--- config.mk ---
export PLATFORM = sky130hd
export DESIGN_NAME = gauss_filter_engine
export DESIGN_NICKNAME = d
export VERILOG_FILES = /design/src/rtl/gauss_pkg.sv /design/src/rtl/gauss_filter_engine_addr_gen.sv /design/src/rtl/gauss_filter_engine.sv
export SDC_FILE = /design/constraint.sdc
export NUM_CORES = 1
export LEC_CHECK = 0
export ABC_AREA = 1
export CAP_MARGIN = 40
export CORE_MARGIN = 2
export CORE_UTILIZATION = 35
export CTS_CLUSTER_SIZE = 28
export DETAILED_ROUTE_END_ITERATION = 16
export GPL_TIMING_DRIVEN = 0
export SETUP_SLACK_MARGIN = 0.05
export SLEW_MARGIN = 20
export SYNTH_ARGS = -nofsm -noshare
export SYNTH_HDL_FRONTEND = slang
export SYNTH_HIERARCHICAL = 1
export SYNTH_SLANG_ARGS = --single-unit
export TNS_END_PERCENT = 20
--- constraint.sdc ---
create_clock -name clk -period 8.2 [get_ports clk]
set_clock_uncertainty 0.15 [all_clocks]
set_input_delay 2.05 -clock clk [delete_from_list [all_inputs] [get_ports clk]]
set_output_delay 2.05 -clock clk [all_outputs]
set_load 0.03 [all_outputs]
--- src/rtl/gauss_pkg.sv ---
// Shared definitions for the 3x3 Gaussian blur engine.
//
// Contents:
//   gauss_state_t  - sequencer states
//   CTRL_START_BIT - bit of the control register word that starts a run
//   ACC_W          - accumulator width (16 * 255 = 4080 fits in 12 bits)
//   TAP_W/LAST_TAP - tap counter width and index of the final interior tap
//   weight()       - kernel weight of a row-major tap index
//
// Design option macro: GAUSS_ROUND_EN (used by gauss_filter_engine).

package gauss_pkg;

    typedef enum logic [2:0] {
        IDLE,
        READ,
        LAST,
        WRITE,
        DONE
    } gauss_state_t;

    localparam int CTRL_START_BIT = 0;
    localparam int ACC_W          = 12;
    localparam int TAP_W          = 4;

    localparam logic [TAP_W-1:0] LAST_TAP = 4'd8;

    // Kernel 1 2 1 / 2 4 2 / 1 2 1 in row-major tap order: the centre tap
    // is 4, edge-adjacent taps (odd indices) are 2, corners are 1.
    function automatic logic [2:0] weight(input logic [TAP_W-1:0] tap);
        if (tap == 4'd4) begin
            return 3'd4;
        end else if (tap[0]) begin
            return 3'd2;
        end else begin
            return 3'd1;
        end
    endfunction

endpackage

--- src/rtl/gauss_filter_engine_addr_gen.sv ---
// Combinational address generator for the Gaussian blur engine.
//
// Maps the current pixel (x, y) and tap index onto a source RAM address,
// and also produces the pixel's own linear offset y*IMG_W + x that the
// top level uses for the destination address.
//
// Ports:
//   x, y      - current pixel coordinates
//   tap       - row-major tap index 0..8 within the 3x3 window
//   border    - pixel lies on the image edge; its single tap is itself
//   tap_addr  - SRC_BASE + row*IMG_W + col for the selected tap
//   pix_off   - y*IMG_W + x (no base added)

module gauss_filter_engine_addr_gen
    import gauss_pkg::*;
#(
    parameter int IMG_W    = 16,
    parameter int ADDR_W   = 10,
    parameter int SRC_BASE = 0,
    parameter int XW       = 4,
    parameter int YW       = 4
) (
    input  logic [XW-1:0]     x,
    input  logic [YW-1:0]     y,
    input  logic [TAP_W-1:0]  tap,
    input  logic              border,
    output logic [ADDR_W-1:0] tap_addr,
    output logic [ADDR_W-1:0] pix_off
);

    logic [1:0]        drow;
    logic [1:0]        dcol;
    logic [ADDR_W-1:0] row;
    logic [ADDR_W-1:0] col;

    // Split the tap index into a window row/column (0..2 each). Interior
    // pixels have x>=1 and y>=1, so subtracting 1 never underflows.
    always_comb begin
        drow = 2'd0;
        dcol = 2'd0;
        case (tap)
            4'd0: begin drow = 2'd0; dcol = 2'd0; end
            4'd1: begin drow = 2'd0; dcol = 2'd1; end
            4'd2: begin drow = 2'd0; dcol = 2'd2; end
            4'd3: begin drow = 2'd1; dcol = 2'd0; end
            4'd4: begin drow = 2'd1; dcol = 2'd1; end
            4'd5: begin drow = 2'd1; dcol = 2'd2; end
            4'd6: begin drow = 2'd2; dcol = 2'd0; end
            4'd7: begin drow = 2'd2; dcol = 2'd1; end
            4'd8: begin drow = 2'd2; dcol = 2'd2; end
            default: begin drow = 2'd1; dcol = 2'd1; end
        endcase

        if (border) begin
            row = ADDR_W'(y);
            col = ADDR_W'(x);
        end else begin
            row = ADDR_W'(y) + ADDR_W'(drow) - ADDR_W'(1);
            col = ADDR_W'(x) + ADDR_W'(dcol) - ADDR_W'(1);
        end

        tap_addr = ADDR_W'(SRC_BASE) + row * ADDR_W'(IMG_W) + col;
        pix_off  = ADDR_W'(y) * ADDR_W'(IMG_W) + ADDR_W'(x);
    end

endmodule

--- src/rtl/gauss_filter_engine.sv ---
// 3x3 Gaussian blur engine (kernel 1 2 1 / 2 4 2 / 1 2 1, divided by 16).
//
// Walks an IMG_W x IMG_H 8-bit image in raster order, reading taps from a
// source RAM (1-cycle read latency) and writing one result per pixel into
// a destination RAM. Edge pixels are copied unchanged. When the image is
// done, a one-cycle status write clears the start bit in the control
// register.
//
// Ports:
//   clk, rst     - clock, synchronous active-high reset
//   ctrl_word    - control register contents, bit 0 = start (level sensed)
//   stat_we      - one-cycle status write strobe (DONE state)
//   stat_bit     - status value written, always 0
//   src_addr     - source RAM read address (holds outside READ)
//   src_rd_data  - source RAM data, valid one cycle after src_addr
//   dst_addr     - destination RAM write address
//   dst_wr_data  - destination write data
//   dst_we       - destination write enable (WRITE state only)
//   busy         - high from the first READ cycle through DONE
//
// Design option macro: GAUSS_ROUND_EN
//   defined   - interior result = (acc + 8) >> 4 (round half up)
//   undefined - interior result = acc >> 4 (truncate)

module gauss_filter_engine
    import gauss_pkg::*;
#(
    parameter int IMG_W    = 16,
    parameter int IMG_H    = 16,
    parameter int ADDR_W   = 10,
    parameter int SRC_BASE = 0,
    parameter int DST_BASE = 0
) (
    input  logic              clk,
    input  logic              rst,
    input  logic [31:0]       ctrl_word,
    output logic              stat_we,
    output logic              stat_bit,
    output logic [ADDR_W-1:0] src_addr,
    input  logic [7:0]        src_rd_data,
    output logic [ADDR_W-1:0] dst_addr,
    output logic [7:0]        dst_wr_data,
    output logic              dst_we,
    output logic              busy
);

    localparam int XW = $clog2(IMG_W);
    localparam int YW = $clog2(IMG_H);

    localparam logic [XW-1:0] X_MAX = XW'(IMG_W - 1);
    localparam logic [YW-1:0] Y_MAX = YW'(IMG_H - 1);

    gauss_state_t state, state_n;

    logic [XW-1:0]     x, x_n;
    logic [YW-1:0]     y, y_n;
    logic [TAP_W-1:0]  tap, tap_n;
    logic [ACC_W-1:0]  acc, acc_n;
    logic [ADDR_W-1:0] src_addr_q, src_addr_n;

    logic              border;
    logic [ADDR_W-1:0] tap_addr;
    logic [ADDR_W-1:0] pix_off;
    logic [TAP_W-1:0]  data_tap;
    logic [2:0]        cur_w;
    logic [ACC_W-1:0]  product;
    logic [7:0]        interior_pix;
    logic              unused_ctrl;

    assign unused_ctrl = ^ctrl_word[31:1];

    assign border = (x == '0) || (y == '0) || (x == X_MAX) || (y == Y_MAX);

    gauss_filter_engine_addr_gen #(
        .IMG_W    (IMG_W),
        .ADDR_W   (ADDR_W),
        .SRC_BASE (SRC_BASE),
        .XW       (XW),
        .YW       (YW)
    ) u_addr_gen (
        .x        (x),
        .y        (y),
        .tap      (tap),
        .border   (border),
        .tap_addr (tap_addr),
        .pix_off  (pix_off)
    );

    // The RAM answers one cycle late: in READ the data on src_rd_data
    // belongs to tap-1, in LAST it belongs to the final tap itself.
    always_comb begin
        data_tap = (state == LAST) ? tap : tap - 4'd1;
        cur_w    = border ? 3'd1 : weight(data_tap);
        product  = ACC_W'(src_rd_data) * ACC_W'(cur_w);
    end

    // Divide by 16; the rounded form tops out at (4080 + 8) >> 4 = 255.
    always_comb begin
`ifdef GAUSS_ROUND_EN
        interior_pix = 8'((acc + ACC_W'(8)) >> 4);
`else
        interior_pix = 8'(acc >> 4);
`endif
    end

    // State and datapath registers.
    always_ff @(posedge clk) begin
        if (rst) begin
            state      <= IDLE;
            x          <= '0;
            y          <= '0;
            tap        <= '0;
            acc        <= '0;
            src_addr_q <= '0;
        end else begin
            state      <= state_n;
            x          <= x_n;
            y          <= y_n;
            tap        <= tap_n;
            acc        <= acc_n;
            src_addr_q <= src_addr_n;
        end
    end

    // Next-state and datapath update. Border pixels take a single tap, so
    // READ goes straight to LAST with tap still 0.
    always_comb begin
        state_n    = state;
        x_n        = x;
        y_n        = y;
        tap_n      = tap;
        acc_n      = acc;
        src_addr_n = src_addr_q;

        case (state)
            IDLE: begin
                if (ctrl_word[CTRL_START_BIT]) begin
                    x_n     = '0;
                    y_n     = '0;
                    tap_n   = '0;
                    acc_n   = '0;
                    state_n = READ;
                end
            end

            READ: begin
                src_addr_n = tap_addr;
                if (tap != '0) begin
                    acc_n = acc + product;
                end
                if (border || (tap == LAST_TAP)) begin
                    state_n = LAST;
                end else begin
                    tap_n = tap + 4'd1;
                end
            end

            LAST: begin
                acc_n   = acc + product;
                state_n = WRITE;
            end

            WRITE: begin
                acc_n   = '0;
                tap_n   = '0;
                state_n = READ;
                if (x == X_MAX) begin
                    x_n = '0;
                    if (y == Y_MAX) begin
                        state_n = DONE;
                    end else begin
                        y_n = y + 1'b1;
                    end
                end else begin
                    x_n = x + 1'b1;
                end
            end

            DONE: begin
                state_n = IDLE;
            end

            default: begin
                state_n = IDLE;
            end
        endcase
    end

    // Outputs are decoded from the state; the source address is live in
    // READ and otherwise repeats the last address issued.
    assign src_addr    = (state == READ) ? tap_addr : src_addr_q;
    assign busy        = (state != IDLE);
    assign dst_we      = (state == WRITE);
    assign dst_addr    = dst_we ? (ADDR_W'(DST_BASE) + pix_off) : '0;
    assign dst_wr_data = dst_we ? (border ? acc[7:0] : interior_pix) : 8'd0;
    assign stat_we     = (state == DONE);
    assign stat_bit    = 1'b0;

endmodule

==> results.cfg <==
[run_status]
status = finished clean

[clocking]
clkSinkCount = 37
cts_buffers = 5
cts_resized = 0
root_buffer = clkbuf_16
hold_buffers = 0
h-tree-depth = 2
clk_latency_ps = 280
cts_buffer_depth = 2
clk_transition_reported_paths_ps = 60
cts_tree = done
postCtsSetupBuffers = 0

[logic_synthesis]
ys_ff_latch = 37
ys_warn_count = 6
synth.top_cell.area_share = 0.181
seq_area_frac_synth = 0.181
synth_top_area_cell = dfxtp_1
yosys-top-cells-area = dfxtp_1, ha_1, inv_1, nand2_1, fa_1
synth.avg_cell_area_sq_um = 6.52
synth.distinct_cells = 39
syn_inst = 629
synthesis.area_sq_um = 4100

[run]
max-cap-violations = 0

[detailed_routing]
viasPerCell = 4.75
wl_per_cell_um = 12.4
drtPass1Iterations = 4
vias = 3894
drc = 0
drt-total-wl_um = 10200
drtIter0Drc = 146
ant_nets = 0

[pwr]
power_density_nw_per_um2 = 119
ir_drop_v = 0.0000933
power.leakage_uw = 0.00230

[global_routing]
grt_util_all_layers = 0.166
grt_pass1_wl_um = 17300
overflow = 0
grt_max_degree = 13
grt_pass1_vias = 3800
antenna_found_initial = 0

[floorplan]
core_sq_um = 11400
ioPinCount = 74
chipHeight_um = 112
die_area_sq_um = 12600
die_w_um = 112
row_count = 39
start_util = 0.359

[finish]
mostFrequentLayoutCell = inv_1
final_core_util = 0.424
layout_common_cells = inv_1, nand2_1, nor2_1
final_cells = 820
syn2layout_area_growth_pct = 18.2
fillers = 1203
post_route_cells_drive_above_1_share = 0.0901
antenna_cells = 0
nets = 780
seq_area_sq_um = 741
multiInputGateArea_sq_um = 2710

[sta]
period_share = 0.842
finalSetupViolations = 0
maxSlewViolCount = 0
rsz0062_at_grt = no
fin_crit_ps = 6900
worst_hold_slack_ps = 314
tightest_slew_ps = 700
setup_tns_ps = 0
finalHoldViolCount = 0
max_freq_mhz = 145
slew_headroom = 0.533

[place]
portBuffers = 39
post-dp-hpwl_um = 8280
dp.cells = 812
place.gp.congestion = 0.922

[setup_path]
required_ps = 6000
arrival_ps = 4700
end_kind = primary output
crit_type = flip-flop to primary output
crit_fanout = 10
worstSetupStartpointType = flip-flop

[min_path]
hold_class = flip-flop to flip-flop
==> power breakdown <==
part | switching, uW | internal (uW)
clock network | 75.9 | 152
registers | 5.03 | 189
logic | 96.9 | 58.3
==> per-layer routing <==
metal | part of all wire | track usage
met5 | 0 | 0
met4 | 0.015 | 0.0512
met2 | 0.51 | 0.300
met1 | 0.44 | 0.201
met3 | 0.041 | 0.0292
==> registers in the layout, indices dropped and copies added, names as in the netlist <==
signal	cells
tap	4
x	4
y	4
acc	12
src_addr_q	10
state	3
==> worst paths after layout <==
| kind | from | to | slack (ps) | depth (start not counted) |
|---|---|---|---|---|
| hold / removal | acc[7]$_SDFFE_PP0P_ | acc[7]$_SDFFE_PP0P_ | 310 | 2 |
| setup reg to reg | x[0]$_SDFFE_PP0P_ | acc[8]$_SDFFE_PP0P_ | 3700 | 20 |
| hold reg to reg | acc[7]$_SDFFE_PP0P_ | acc[7]$_SDFFE_PP0P_ | 310 | 2 |
| setup / recovery | tap[1]$_SDFFE_PP0P_ | src_addr[7] | 1300 | 18 |
==> worst max-delay path, stage by stage (launching register included) <==
cell             delay (ps)
dfxtp_1                 540
inv_1                   150
ha_1                    210
or2_2                   270
a21oi_1                 180
ha_1                    160
inv_1                    40
ha_1                    190
fa_1                    430
nand2_1                  80
nand2_1                  80
nor2_1                  350
ha_1                    370
or2_1                   250
nand2_1                  80
xnor2_1                 140
inv_1                    80
a21oi_1                 130
clkdlybuf4s50_1         680
==> through the flow <==
step           cell area (sq um)  worst slack [ps]  power [uW]
6_report                    4850              1300         577
2_1_floorplan               4100              2370         304
3_5_place_dp                4670              1570         353
3_3_place_gp                4670              1670         351
5_1_grt                     4850               828         606
4_1_cts                     4850              1260         584
==> logic make-up after synthesis <==
kind of cell	after synthesis	synth area share
AO/OA/AOI/OAI	100	0.142
XOR/XNOR	9	0.0192
adder cells (fa/ha/maj)	62	0.222
buffers and inverters	160	0.160
flip-flops	37	0.181
other	2	0.00183
AND/OR/NAND/NOR	259	0.274
==> synth_stat cells <==
library cell and count:
a211oi_1 11, a21oi_1 54, a21oi_2 1, a21oi_4 1
a22oi_1 2, a31o_2 1, a31oi_1 1, buf_2 6
buf_4 11, buf_6 1, clkbuf_1 4, conb_1 2
dfxtp_1 37, fa_1 18, ha_1 44, inv_1 129
inv_2 9, nand2_1 125, nand2_2 1, nand3_1 42
nand3_2 1, nand3b_1 3, nand4_1 4, nor2_1 57
nor2_2 3, nor2_4 2, nor3_1 6, nor4_1 1
o211ai_1 1, o21ai_0 18, o21ai_1 2, o21ai_2 4
o21bai_1 2, o31ai_1 2, or2_1 1, or2_2 12
or2_4 1, xnor2_1 1, xor2_1 8
==> area by class of cell <==
class / count / area share
Tap cell: 143 / 0.0369
Timing Repair Buffer: 39 / 0.0806
Buffer: 22 / 0.0287
Multi-Input combinational cell: 433 / 0.558
Sequential cell: 37 / 0.153
Inverter: 138 / 0.107
Clock buffer: 7 / 0.0294
Clock inverter: 1 / 0.00620
(Power assumes the default switching activity.)
